[config.mk]
export PLATFORM = sky130hd
export DESIGN_NAME = ahb_slave_mem_flat
export DESIGN_NICKNAME = d
export VERILOG_FILES = /design/src/rtl/ahb_slave_mem_if.sv /design/src/rtl/ahb_slave_mem.sv /design/src/flat_wrapper.sv
export SDC_FILE = /design/constraint.sdc
export NUM_CORES = 1
export LEC_CHECK = 0
export CORE_UTILIZATION = 55
export CTS_CLUSTER_DIAMETER = 50
export DETAILED_ROUTE_END_ITERATION = 12
export GPL_TIMING_DRIVEN = 1
export PLACE_DENSITY = 0.81
export SKIP_LAST_GASP = 1
export SLEW_MARGIN = 20
export SYNTH_ARGS = -nofsm -noshare
export SYNTH_HDL_FRONTEND = slang
export SYNTH_SLANG_ARGS = --single-unit
[constraint.sdc]
create_clock -name clk -period 3.7 [get_ports clk]
set_input_delay 0.37 -clock clk [delete_from_list [all_inputs] [get_ports clk]]
set_output_delay 0.37 -clock clk [all_outputs]
set_load 0.05 [all_outputs]
[src/rtl/ahb_slave_mem_if.sv]
// AHB-Lite slave-side bus bundle for ahb_slave_mem.
// The master drives the address/data phase signals; the slave returns data and response.
interface ahb_slave_mem_if;
    logic        hsel;
    logic [15:0] haddr;
    logic [1:0]  htrans;
    logic        hwrite;
    logic [31:0] hwdata;
    logic        hready_in;
    logic [31:0] hrdata;
    logic        hreadyout;
    logic [1:0]  hresp;

    modport master (
        output hsel, haddr, htrans, hwrite, hwdata, hready_in,
        input  hrdata, hreadyout, hresp
    );

    modport slave (
        input  hsel, haddr, htrans, hwrite, hwdata, hready_in,
        output hrdata, hreadyout, hresp
    );
endinterface

[src/rtl/ahb_slave_mem.sv]
// AHB-Lite word-addressed memory slave with a fixed number of wait states per OKAY transfer
// and a two-cycle ERROR response for misaligned or out-of-range accesses.
module ahb_slave_mem #(
    parameter int unsigned WAIT_STATES = 2,
    parameter int unsigned MEM_DEPTH   = 16
) (
    input  logic clk,
    input  logic rst,
    ahb_slave_mem_if.slave bus
);

    localparam int unsigned IdxW     = (MEM_DEPTH > 1) ? $clog2(MEM_DEPTH) : 1;
    localparam logic [2:0]  WaitLoad = (WAIT_STATES > 0) ? 3'(WAIT_STATES - 1) : 3'd0;

    typedef enum logic [2:0] {StIdle, StWait, StDone, StErr1, StErr2} state_e;

    state_e          state_q;
    logic [2:0]      cnt_q;
    logic [IdxW-1:0] idx_q;
    logic            write_q;
    logic            hreadyout_q;
    logic [1:0]      hresp_q;
    logic [31:0]     hrdata_q;
    logic [31:0]     mem_q [MEM_DEPTH];

    logic            accept;
    logic            legal;
    logic [IdxW-1:0] new_idx;
    logic [31:0]     fwd_rdata;

    always_comb begin
        accept  = (state_q inside {StIdle, StDone, StErr2}) && bus.hsel && bus.hready_in &&
                  (bus.htrans inside {2'b10, 2'b11});
        legal   = (bus.haddr[1:0] == 2'b00) && (32'(bus.haddr[15:2]) < MEM_DEPTH);
        new_idx = bus.haddr[IdxW+1:2];
        // A zero-wait read pipelined behind a write to the same word sees the data being written.
        if (state_q == StDone && write_q && idx_q == new_idx) begin
            fwd_rdata = bus.hwdata;
        end else begin
            fwd_rdata = mem_q[new_idx];
        end
    end

    always_ff @(posedge clk) begin
        if (rst) begin
            state_q     <= StIdle;
            cnt_q       <= 3'd0;
            idx_q       <= '0;
            write_q     <= 1'b0;
            hreadyout_q <= 1'b1;
            hresp_q     <= 2'b00;
            hrdata_q    <= 32'd0;
            for (int i = 0; i < int'(MEM_DEPTH); i++) begin
                mem_q[i] <= 32'd0;
            end
        end else begin
            if (state_q == StDone && write_q) begin
                mem_q[idx_q] <= bus.hwdata;
            end
            hrdata_q <= 32'd0;
            unique case (state_q)
                StIdle, StDone, StErr2: begin
                    if (accept) begin
                        idx_q   <= new_idx;
                        write_q <= bus.hwrite;
                        if (!legal) begin
                            state_q     <= StErr1;
                            hreadyout_q <= 1'b0;
                            hresp_q     <= 2'b01;
                        end else if (WAIT_STATES > 0) begin
                            state_q     <= StWait;
                            cnt_q       <= WaitLoad;
                            hreadyout_q <= 1'b0;
                            hresp_q     <= 2'b00;
                        end else begin
                            state_q     <= StDone;
                            hreadyout_q <= 1'b1;
                            hresp_q     <= 2'b00;
                            hrdata_q    <= bus.hwrite ? 32'd0 : fwd_rdata;
                        end
                    end else begin
                        state_q     <= StIdle;
                        hreadyout_q <= 1'b1;
                        hresp_q     <= 2'b00;
                    end
                end
                StWait: begin
                    if (cnt_q == 3'd0) begin
                        state_q     <= StDone;
                        hreadyout_q <= 1'b1;
                        hrdata_q    <= write_q ? 32'd0 : mem_q[idx_q];
                    end else begin
                        cnt_q <= cnt_q - 3'd1;
                    end
                end
                StErr1: begin
                    state_q     <= StErr2;
                    hreadyout_q <= 1'b1;
                    hresp_q     <= 2'b01;
                end
                default: begin
                    state_q     <= StIdle;
                    hreadyout_q <= 1'b1;
                    hresp_q     <= 2'b00;
                end
            endcase
        end
    end

    assign bus.hrdata    = hrdata_q;
    assign bus.hreadyout = hreadyout_q;
    assign bus.hresp     = hresp_q;

endmodule

[src/flat_wrapper.sv]
// flat-port wrapper written by rule: the top's interface ports become plain ports
module ahb_slave_mem_flat 
#(
    parameter int unsigned WAIT_STATES = 2,
    parameter int unsigned MEM_DEPTH   = 16
)
  (clk, rst, bus_hsel, bus_haddr, bus_htrans, bus_hwrite, bus_hwdata, bus_hready_in, bus_hrdata, bus_hreadyout, bus_hresp);
  ahb_slave_mem_if bus_i ();
  input  logic clk;
  input  logic rst;
  input wire logic [$bits(bus_i.hsel)-1:0] bus_hsel;
  input wire logic [$bits(bus_i.haddr)-1:0] bus_haddr;
  input wire logic [$bits(bus_i.htrans)-1:0] bus_htrans;
  input wire logic [$bits(bus_i.hwrite)-1:0] bus_hwrite;
  input wire logic [$bits(bus_i.hwdata)-1:0] bus_hwdata;
  input wire logic [$bits(bus_i.hready_in)-1:0] bus_hready_in;
  output wire logic [$bits(bus_i.hrdata)-1:0] bus_hrdata;
  output wire logic [$bits(bus_i.hreadyout)-1:0] bus_hreadyout;
  output wire logic [$bits(bus_i.hresp)-1:0] bus_hresp;
  assign bus_i.hsel = bus_hsel;
  assign bus_i.haddr = bus_haddr;
  assign bus_i.htrans = bus_htrans;
  assign bus_i.hwrite = bus_hwrite;
  assign bus_i.hwdata = bus_hwdata;
  assign bus_i.hready_in = bus_hready_in;
  assign bus_hrdata = bus_i.hrdata;
  assign bus_hreadyout = bus_i.hreadyout;
  assign bus_hresp = bus_i.hresp;
  ahb_slave_mem #(.WAIT_STATES(WAIT_STATES), .MEM_DEPTH(MEM_DEPTH)) u_core (.clk(clk), .rst(rst), .bus(bus_i));
endmodule
# Word-level counts from Yosys, hierarchy flattened
# Memory sizes are Yosys's and may differ from the RTL's. A register that Yosys moved wholly into a read port is not among the register bits.
# Index checks and enable logic that the tools add are counted.
# totals
ff_bits	14
ram_bits	512
inputBits	55
output_inout_bits	35
word_cells	59
mem_count	1
# memory_table
name	words	width	read_ports	rd_clocked_by_memory_dff	write_ports	line	rtl
u_core.mem_q	16	32	1	1	16	ahb_slave_mem.sv:24	logic [31:0] mem_q [MEM_DEPTH];
# op_classes
add_sub_neg	1
magnitude_cmp	1
eq_ne	10
n_mux	22
bitwise	2
n_reduce_logical	16
# ops
cell	n
2-to-1 mux 32 bit	1
OR reduction 32 bit	1
< comparator 14 x 5 -> 1 bit (second input constant)	1
2-to-1 mux 3 bit	4
2-to-1 mux 1 bit	10
case mux 3 bit (3 select lines)	1
equality test 3 x 2 -> 1 bit (second input constant)	2
zero test 3 bit	2
inequality test 2 x 1 -> 1 bit (second input constant)	3
case mux 2 bit (3 select lines)	1
case mux 3 bit (2 select lines)	1
logical AND 1 bit	5
equality test 2 bit (second input constant)	2
2-to-1 mux 2 bit	2
2-to-1 mux 4 bit	1
AND reduction 4 bit	1
nonzero test 2 bit	2
OR reduction 4 bit	1
equality test 3 x 1 -> 1 bit (second input constant)	1
equality test 3 bit (second input constant)	1
nonzero test 3 bit	1
OR reduction 3 bit	1
subtractor 3 x 1 -> 3 bit (second input constant)	1
zero test 2 bit	1
4 further kinds	5

# Logic depth before layout (Yosys ltp)
# Gate-level depths: netlist (run 1).
# logic_depth
depth_word	7
depth_mapped	7
depth_no_buf	6

# Worst setup path before layout (run 1)
# Ideal clock, no wire load.
# synth_timing
path_type	register to register
startpoint	register u_core.state_q[2]
endpoint	memory u_core.mem_q[0][0], enable pin
arrival_ns	1.923
required_ns	3.325
slack_ns	1.402
path_stages_with_launch	5
n_path_buf	0
period_less_slack_ns	2.298
cell_sequence	dfxtp_1 > nor4b_4 > nand3b_4 > nor4_4 > or2_2
# synth_lines
item	line	rtl
start: declaration	ahb_slave_mem.sv:17	state_e state_q;
start signal: assignment	ahb_slave_mem.sv:46	state_q <= StIdle;
start signal: assignment	ahb_slave_mem.sv:67	state_q <= StErr1;
start signal: assignment	ahb_slave_mem.sv:71	state_q <= StWait;
end: declaration	ahb_slave_mem.sv:24	

==> results.sh, run 1 <==
export IMPL_post_cts_buffers=0
export IMPL_ctsResizeCount=0
export IMPL_final_hold_viol_count=0
export IMPL_fin_skew_ps=19.3
export IMPL_synthToLayoutAreaGrowth_pct=13.0
export IMPL_finalMaxSlewViolations=0
export IMPL_avgRoutedWirePerCell_um=24.8
export IMPL_critPathBufInv=1
export IMPL_core_area_mm2=0.0442
export IMPL_combPwrFrac_pct=5.0
export IMPL_port_buffers=87
export IMPL_nFillCells=3045
export IMPL_via_count=13289
export IMPL_die_width_um=214
export IMPL_power_internal_mw=10.3
export IMPL_period_share_pct=69.3
export IMPL_synth_area_leaders="edfxtp_1 62%, and2_1 13%, mux4_2 12%"
export IMPL_drt_iter0_markers=1319
export IMPL_r2r_start="u_core.idx_q[0]"
export IMPL_syn_nets=1584
export IMPL_async_flop_share_pct=0
export IMPL_rows=77
export IMPL_grt_max_degree=57
export IMPL_cp_end_kind="flip-flop"
export IMPL_cp_top_family="multiplexers"
export IMPL_dp_hpwl_um=30100
export IMPL_hold_end="u_core.idx_q[3]"
export IMPL_grt_overflow_total=0
export IMPL_yosys_area_top_type="edfxtp_1"
export IMPL_wirelength_um=55400
export IMPL_layout_min_cycle_time_ps=2570
export IMPL_hold_class="in2reg"
export IMPL_yosysUniqueCellTypes=45
export IMPL_p_sw_mw=2.84
export IMPL_power_frac_clock_pct=41.0
export IMPL_die_h_um=214
export IMPL_critical_path_max_stage_delay_ps=780
export IMPL_synth_top_cell_area_share_pct=62.3
export IMPL_vias_per_cell=5.96
export IMPL_worstSetupPathType="reg2reg"
export IMPL_power_frac_seq_pct=54.0
export IMPL_first_global_vias=13680
export IMPL_peakVddDrop_v=0.000368
export IMPL_holdBufCountCts=0
export IMPL_arrival_ps=3030
export IMPL_cts_clk_slew_worst_paths_ps=60
export IMPL_drtPass1Iterations=7
export IMPL_r2r_setup_slack_ps=1130
export IMPL_synth_area_mm2=0.0247
export IMPL_path_max_fanout=31
export IMPL_start_kind="flip-flop"
export IMPL_synth_edf_count=512
export IMPL_ioPinCount=90
export IMPL_cts_buffers=57
export IMPL_synth_avg_cell_area_um2=16.2
export IMPL_cts_max_level=2
export IMPL_fin_nets=1646
export IMPL_detail_route_antenna_nets=0
export IMPL_grt_setup_unrepaired="false"
export IMPL_final_layout_size_suffix_gt1_share_pct=18.0
export IMPL_switching_share_pct=21.6
export IMPL_setup_viol=0
export IMPL_seq_area_frac_synth_pct=65.9
export IMPL_grt_util_all_layers_pct=25.3
export IMPL_clockRootBuffer="clkbuf_16"
export IMPL_synth_seq_cells=557
export IMPL_cts_tree="done"
export IMPL_worst_pin_slew_ps=974
export IMPL_crit_path_top_delay_cell="dfxtp_4"
export IMPL_grt_pass1_wl_um=83200
export IMPL_clock_fmax_mhz=390
export IMPL_floorplan_initialDensity_pct=55.8
export IMPL_status="finished clean"
export IMPL_dieArea_mm2=0.0457
export IMPL_yosys_warnings=0
export IMPL_p_leak_nw=10.3
export IMPL_insertion_delay_ps=610
export IMPL_drc=0
export IMPL_clkSinkCount=557
export IMPL_rr_worst_depth=4
export IMPL_relSlewSlack_pct=35.1
export IMPL_worstHoldStart="bus_haddr[5]"
export IMPL_r2r_end="u_core.bus.hrdata[25]"
export IMPL_dp_cells=2122
export IMPL_synth_ff_type="edfxtp_1"
export IMPL_critPathRequiredTime_ps=4160
export IMPL_final_cells=2230
export IMPL_whs_path_depth=3
export IMPL_clock_path_buffers=3
export IMPL_total_power_mw=13.2
export IMPL_gp_congestion=0.744
export IMPL_maxCapViolations=0
export IMPL_worstPathCellList="buf_4, mux4_2, mux2i_1, o22ai_1"
export IMPL_antenna_found_initial=4
export IMPL_setup_tns_ps=0
export IMPL_syn_instance_count=1527
export IMPL_power_density_mw_per_mm2=472
## Yosys cell counts (all sizes together), types with 2 or more instances
library cell and count:
clkbuf 69, or3 2, edfxtp 512, o21ai 8, or2 16, mux4 128
and2 512, buf 60, nor2 11, nand3 4, o22ai 32, nor3 11
inv 5, nand4 2, nand2 12, ha 2, mux2i 64, nand2b 2
a21oi 8, nor4 7, dfxtp 45
## state kept, by name, indices dropped and copies added, names as in the netlist
| signal | cells |
|---|---|
| u_core.bus.hrdata | 32 |
| u_core.bus.hreadyout | 1 |
| u_core.bus.hresp | 1 |
| u_core.cnt_q | 3 |
| u_core.idx_q | 4 |
| u_core.mem_q | 512 |
| u_core.state_q | 3 |
| u_core.write_q | 1 |
## layout by cell type, fill, tap and decap left out, types with 2 or more instances in the layout
master	instances
clkdlybuf4s50_1	87
clkinv_4	4
clkbuf_16	59
nor3_4	10
nor4_1	3
buf_4	32
nand4_1	2
clkbuf_1	18
nand3_1	3
and2_1	508
clkinvlp_4	2
edfxtp_1	512
dfxtp_1	43
or2_2	16
mux4_2	128
nand2_1	12
nor4_4	4
dfxtp_4	2
inv_1	4
nor2_2	2
nor2_1	9
o22ai_1	32
clkinv_2	6
and2_2	4
buf_12	13
mux2i_1	64
ha_1	2
o21ai_0	8
a21oi_1	8
clkinv_1	11
nand2b_1	2
or3_1	2
clkbuf_8	4
## kinds of logic (layout without fill, tap and decap cells)
group                      count (synthesis)  after routing  synth area share [%]
and+or+nand+nor                          586            586                  15.4
DFF                                      557            557                  65.9
muxes                                    192            192                  14.3
buffers and inverters                    134            244                  2.92
AOI/OAI and AO/OA                         55             55                  1.36
adders and majority gates                  2              2                 0.101
other                                      1              2                0.0152
## power by group through the flow
stage	logic [mW]	registers, mW	clock network [mW]
CTS	0.661	7.12	5.46
finish	0.659	7.11	5.40
floorplan	0.383	7.22	0
global placement	0.644	7.23	0
detailed placement	0.657	7.25	0
global route	0.697	7.13	5.69
## final cells by class
| cell class | instances | area, um^2 | area share (%) |
|---|---|---|---|
| Antenna cell | 1 | 2.50 | 0.00897 |
| Clock buffer | 81 | 1600 | 5.73 |
| Clock inverter | 26 | 158 | 0.565 |
| Inverter | 5 | 21.3 | 0.0763 |
| Multi-Input combinational cell | 836 | 7720 | 27.7 |
| Sequential cell | 557 | 16300 | 58.4 |
| Tap cell | 592 | 741 | 2.66 |
| Timing Repair Buffer | 132 | 1370 | 4.92 |
## metal layers
metal,part of all wire [%],up-vias,GRT usage (%)
met4,2.7,0,8.74
met3,9.9,110,5.42
met1,39,6779,34.6
met5,0,-,0
met2,49,638,40.5
li1,-,5762,-
## how the worst max path moves through the flow
stage | slack (ps) | cells past startpoint | endpoint | start
final | 1130 | 4 | u_core.bus.hrdata[25] | u_core.idx_q[0]
after global routing | 950 | 4 | u_core.bus.hrdata[2] | u_core.idx_q[0]
after CTS | 1070 | 4 | u_core.bus.hrdata[25] | u_core.idx_q[0]
after detailed placement | 810 | 6 | u_core.mem_q[12][25] | rst
after global placement | 840 | 6 | u_core.mem_q[4][25] | rst
after floorplan | 1400 | 4 | u_core.mem_q[0][0] | u_core.state_q[2]
## through the flow
step	hold WS (ps)	utilization (%)	setup slack (ps)	cell area, um^2
finish	325	63.1	1130	27900
CTS	299	63.1	1070	27900
global placement	464	59.1	840	26100
global route	340	63.1	950	27900
floorplan	440	-	1400	24700
detailed placement	473	59.1	806	26100
## worst reg2reg max path, cell delays in order, from the launching register on
cell	delay [ps]
dfxtp_4	780
buf_4	670
mux4_2	620
mux2i_1	230
o22ai_1	130
Note: power is estimated with default switching activity, not from simulation.
==> run 2, diff against run 1 <==
--- a/config.mk
+++ b/config.mk
@@ -9,7 +9,7 @@
 export CTS_CLUSTER_DIAMETER = 50
 export DETAILED_ROUTE_END_ITERATION = 12
 export GPL_TIMING_DRIVEN = 1
-export PLACE_DENSITY = 0.81
+export PLACE_DENSITY = 0.84
 export SKIP_LAST_GASP = 1
 export SLEW_MARGIN = 20
 export SYNTH_ARGS = -nofsm -noshare
==> constraint.sdc (replaced) <==
create_clock -name clk -period 2.1 [get_ports clk]
set_input_delay 0.21 -clock clk [delete_from_list [all_inputs] [get_ports clk]]
set_output_delay 0.21 -clock clk [all_outputs]
set_load 0.05 [all_outputs]
==> results.sh, run 2 (synthesized netlist as in run 1, its figures left out) <==
export IMPL_insertion_delay_ps=610
export IMPL_grt_util_all_layers_pct=25.8
export IMPL_drtPass1Iterations=6
export IMPL_clock_path_buffers=3
export IMPL_cts_tree="done"
export IMPL_grt_overflow_total=0
export IMPL_clkSinkCount=557
export IMPL_layout_min_cycle_time_ps=2010
export IMPL_detail_route_antenna_nets=0
export IMPL_period_share_pct=95.5
export IMPL_maxCapViolations=0
export IMPL_relSlewSlack_pct=57.5
export IMPL_grt_pass1_wl_um=85100
export IMPL_grt_setup_unrepaired="false"
export IMPL_regMostFlops="u_core.mem_q"
export IMPL_antenna_found_initial=2
export IMPL_first_global_vias=14260
export IMPL_final_cells=2271
export IMPL_wirelength_um=57000
export IMPL_post_route_util_pct=64.9
export IMPL_drc=0
export IMPL_total_power_mw=23.4
export IMPL_floorplan_initialDensity_pct=55.8
export IMPL_path_max_fanout=23
export IMPL_worst_pin_slew_ps=635
export IMPL_dieArea_mm2=0.0457
export IMPL_p_leak_nw=10.7
export IMPL_dp_hpwl_um=33100
export IMPL_peakVddDrop_v=0.000650
export IMPL_status="finished clean"
export IMPL_grt_max_degree=47
export IMPL_arrival_ps=2290
export IMPL_drt_iter0_markers=1378
export IMPL_cp_end_kind="flip-flop"
export IMPL_cts_buffers=54
export IMPL_fin_nets=1692
export IMPL_vias_per_cell=6.01
export IMPL_hold_class="in2reg"
export IMPL_gp_congestion=0.792
export IMPL_setup_viol=0
export IMPL_cts_clk_slew_worst_paths_ps=60
export IMPL_dp_cells=2168
export IMPL_core_area_mm2=0.0442
export IMPL_final_layout_size_suffix_gt1_share_pct=21.0
export IMPL_seqCellArea_mm2=0.0163
export IMPL_mostFrequentLayoutCells="512 x edfxtp_1, 508 x and2_1, 128 x mux4_2"
export IMPL_diodes=0
export IMPL_largest_register_ffs=512
export IMPL_rows=77
export IMPL_finalMaxSlewViolations=0
export IMPL_die_width_um=214
export IMPL_synthToLayoutAreaGrowth_pct=16.3
export IMPL_critPathRequiredTime_ps=2380
export IMPL_cts_max_level=2
export IMPL_start_kind="flip-flop"
export IMPL_avgRoutedWirePerCell_um=25.1
export IMPL_via_count=13651
export IMPL_fin_skew_ps=17.1
export IMPL_power_density_mw_per_mm2=813
export IMPL_nFillCells=2828
export IMPL_die_h_um=214
export IMPL_final_hold_viol_count=0
export IMPL_clockRootBuffer="clkbuf_16"
export IMPL_multi_input_area_mm2=0.00775
export IMPL_final_common_cell="edfxtp_1"
export IMPL_ioPinCount=90
export IMPL_port_buffers=87
export IMPL_clock_fmax_mhz=498
export IMPL_worstSetupPathType="reg2reg"
[run 2: changes by cell type in the layout (fill, tap and decap cells not counted), moves of 3 or more]
cell,before,now
buf_12,13,45
clkbuf_1,18,6
buf_6,0,9
buf_4,32,40
or2_2,16,8
or2_4,0,8
clkinv_2,6,12
bufinv_16,0,5
clkbuf_16,59,54
dfxtp_1,43,40
dfxtp_2,0,3
[run 2: final cells by class]
cell class	instances	area share, %
inverters	5	0.0741
repair buffers	181	7.57
multi-input cells	836	27.0
clock inverters	37	1.14
flip-flops and latches	557	56.7
well taps	592	2.58
clock buffers	63	4.93
[run 2: per-layer routing]
layer	track usage, %	up-vias	share of wire, %
li1	-	5845	-
met1	34.0	7028	38
met2	43.5	686	51
met3	5.29	92	8.7
met4	7.64	0	2.3
met5	0	-	0
[run 2: what timing repair did]
action,CTS,global route
resized for setup,1,11
hold buffers,0,0
setup endpoints to repair,3,236
pin swaps,0,1
setup buffers,0,3
[run 2: per-stage QoR]
step           hold WS [ps]  instance area (um^2)  TNS [ps]  worst slack, ps
4_1_cts                 129                 28600         0             12.8
6_report                150                 28700         0             93.6
3_3_place_gp            461                 26900    -69440             -126
3_5_place_dp            468                 26900    -94970             -195
5_1_grt                 150                 28700         0             21.3
2_1_floorplan           346                 24700      -561            -8.77
[run 2: worst paths after layout]
check | to | depth (start not counted) | from | slack [ps]
worst max register to register | u_core.mem_q[7][22] | 5 | u_core.idx_q[0] | 90
worst max-delay path | u_core.mem_q[7][22] | 5 | u_core.idx_q[0] | 90
worst min register to register | u_core.cnt_q[0] | 2 | u_core.cnt_q[0] | 470
worst min-delay path | u_core.idx_q[0] | 3 | bus_haddr[2] | 150
[run 2: power breakdown]
group	internal (mW)	switching, mW	leakage, nW
logic	0.584	0.741	4.17
registers	12.4	0.116	5.66
clock network	5.44	4.06	0.865
[run 2: critical path, cell delays in order, from the launching register on]
cell and delay, ps:
dfxtp_4 510, buf_4 220, nand2b_1 260, nor3_4 270, or2_2 180, buf_12 210
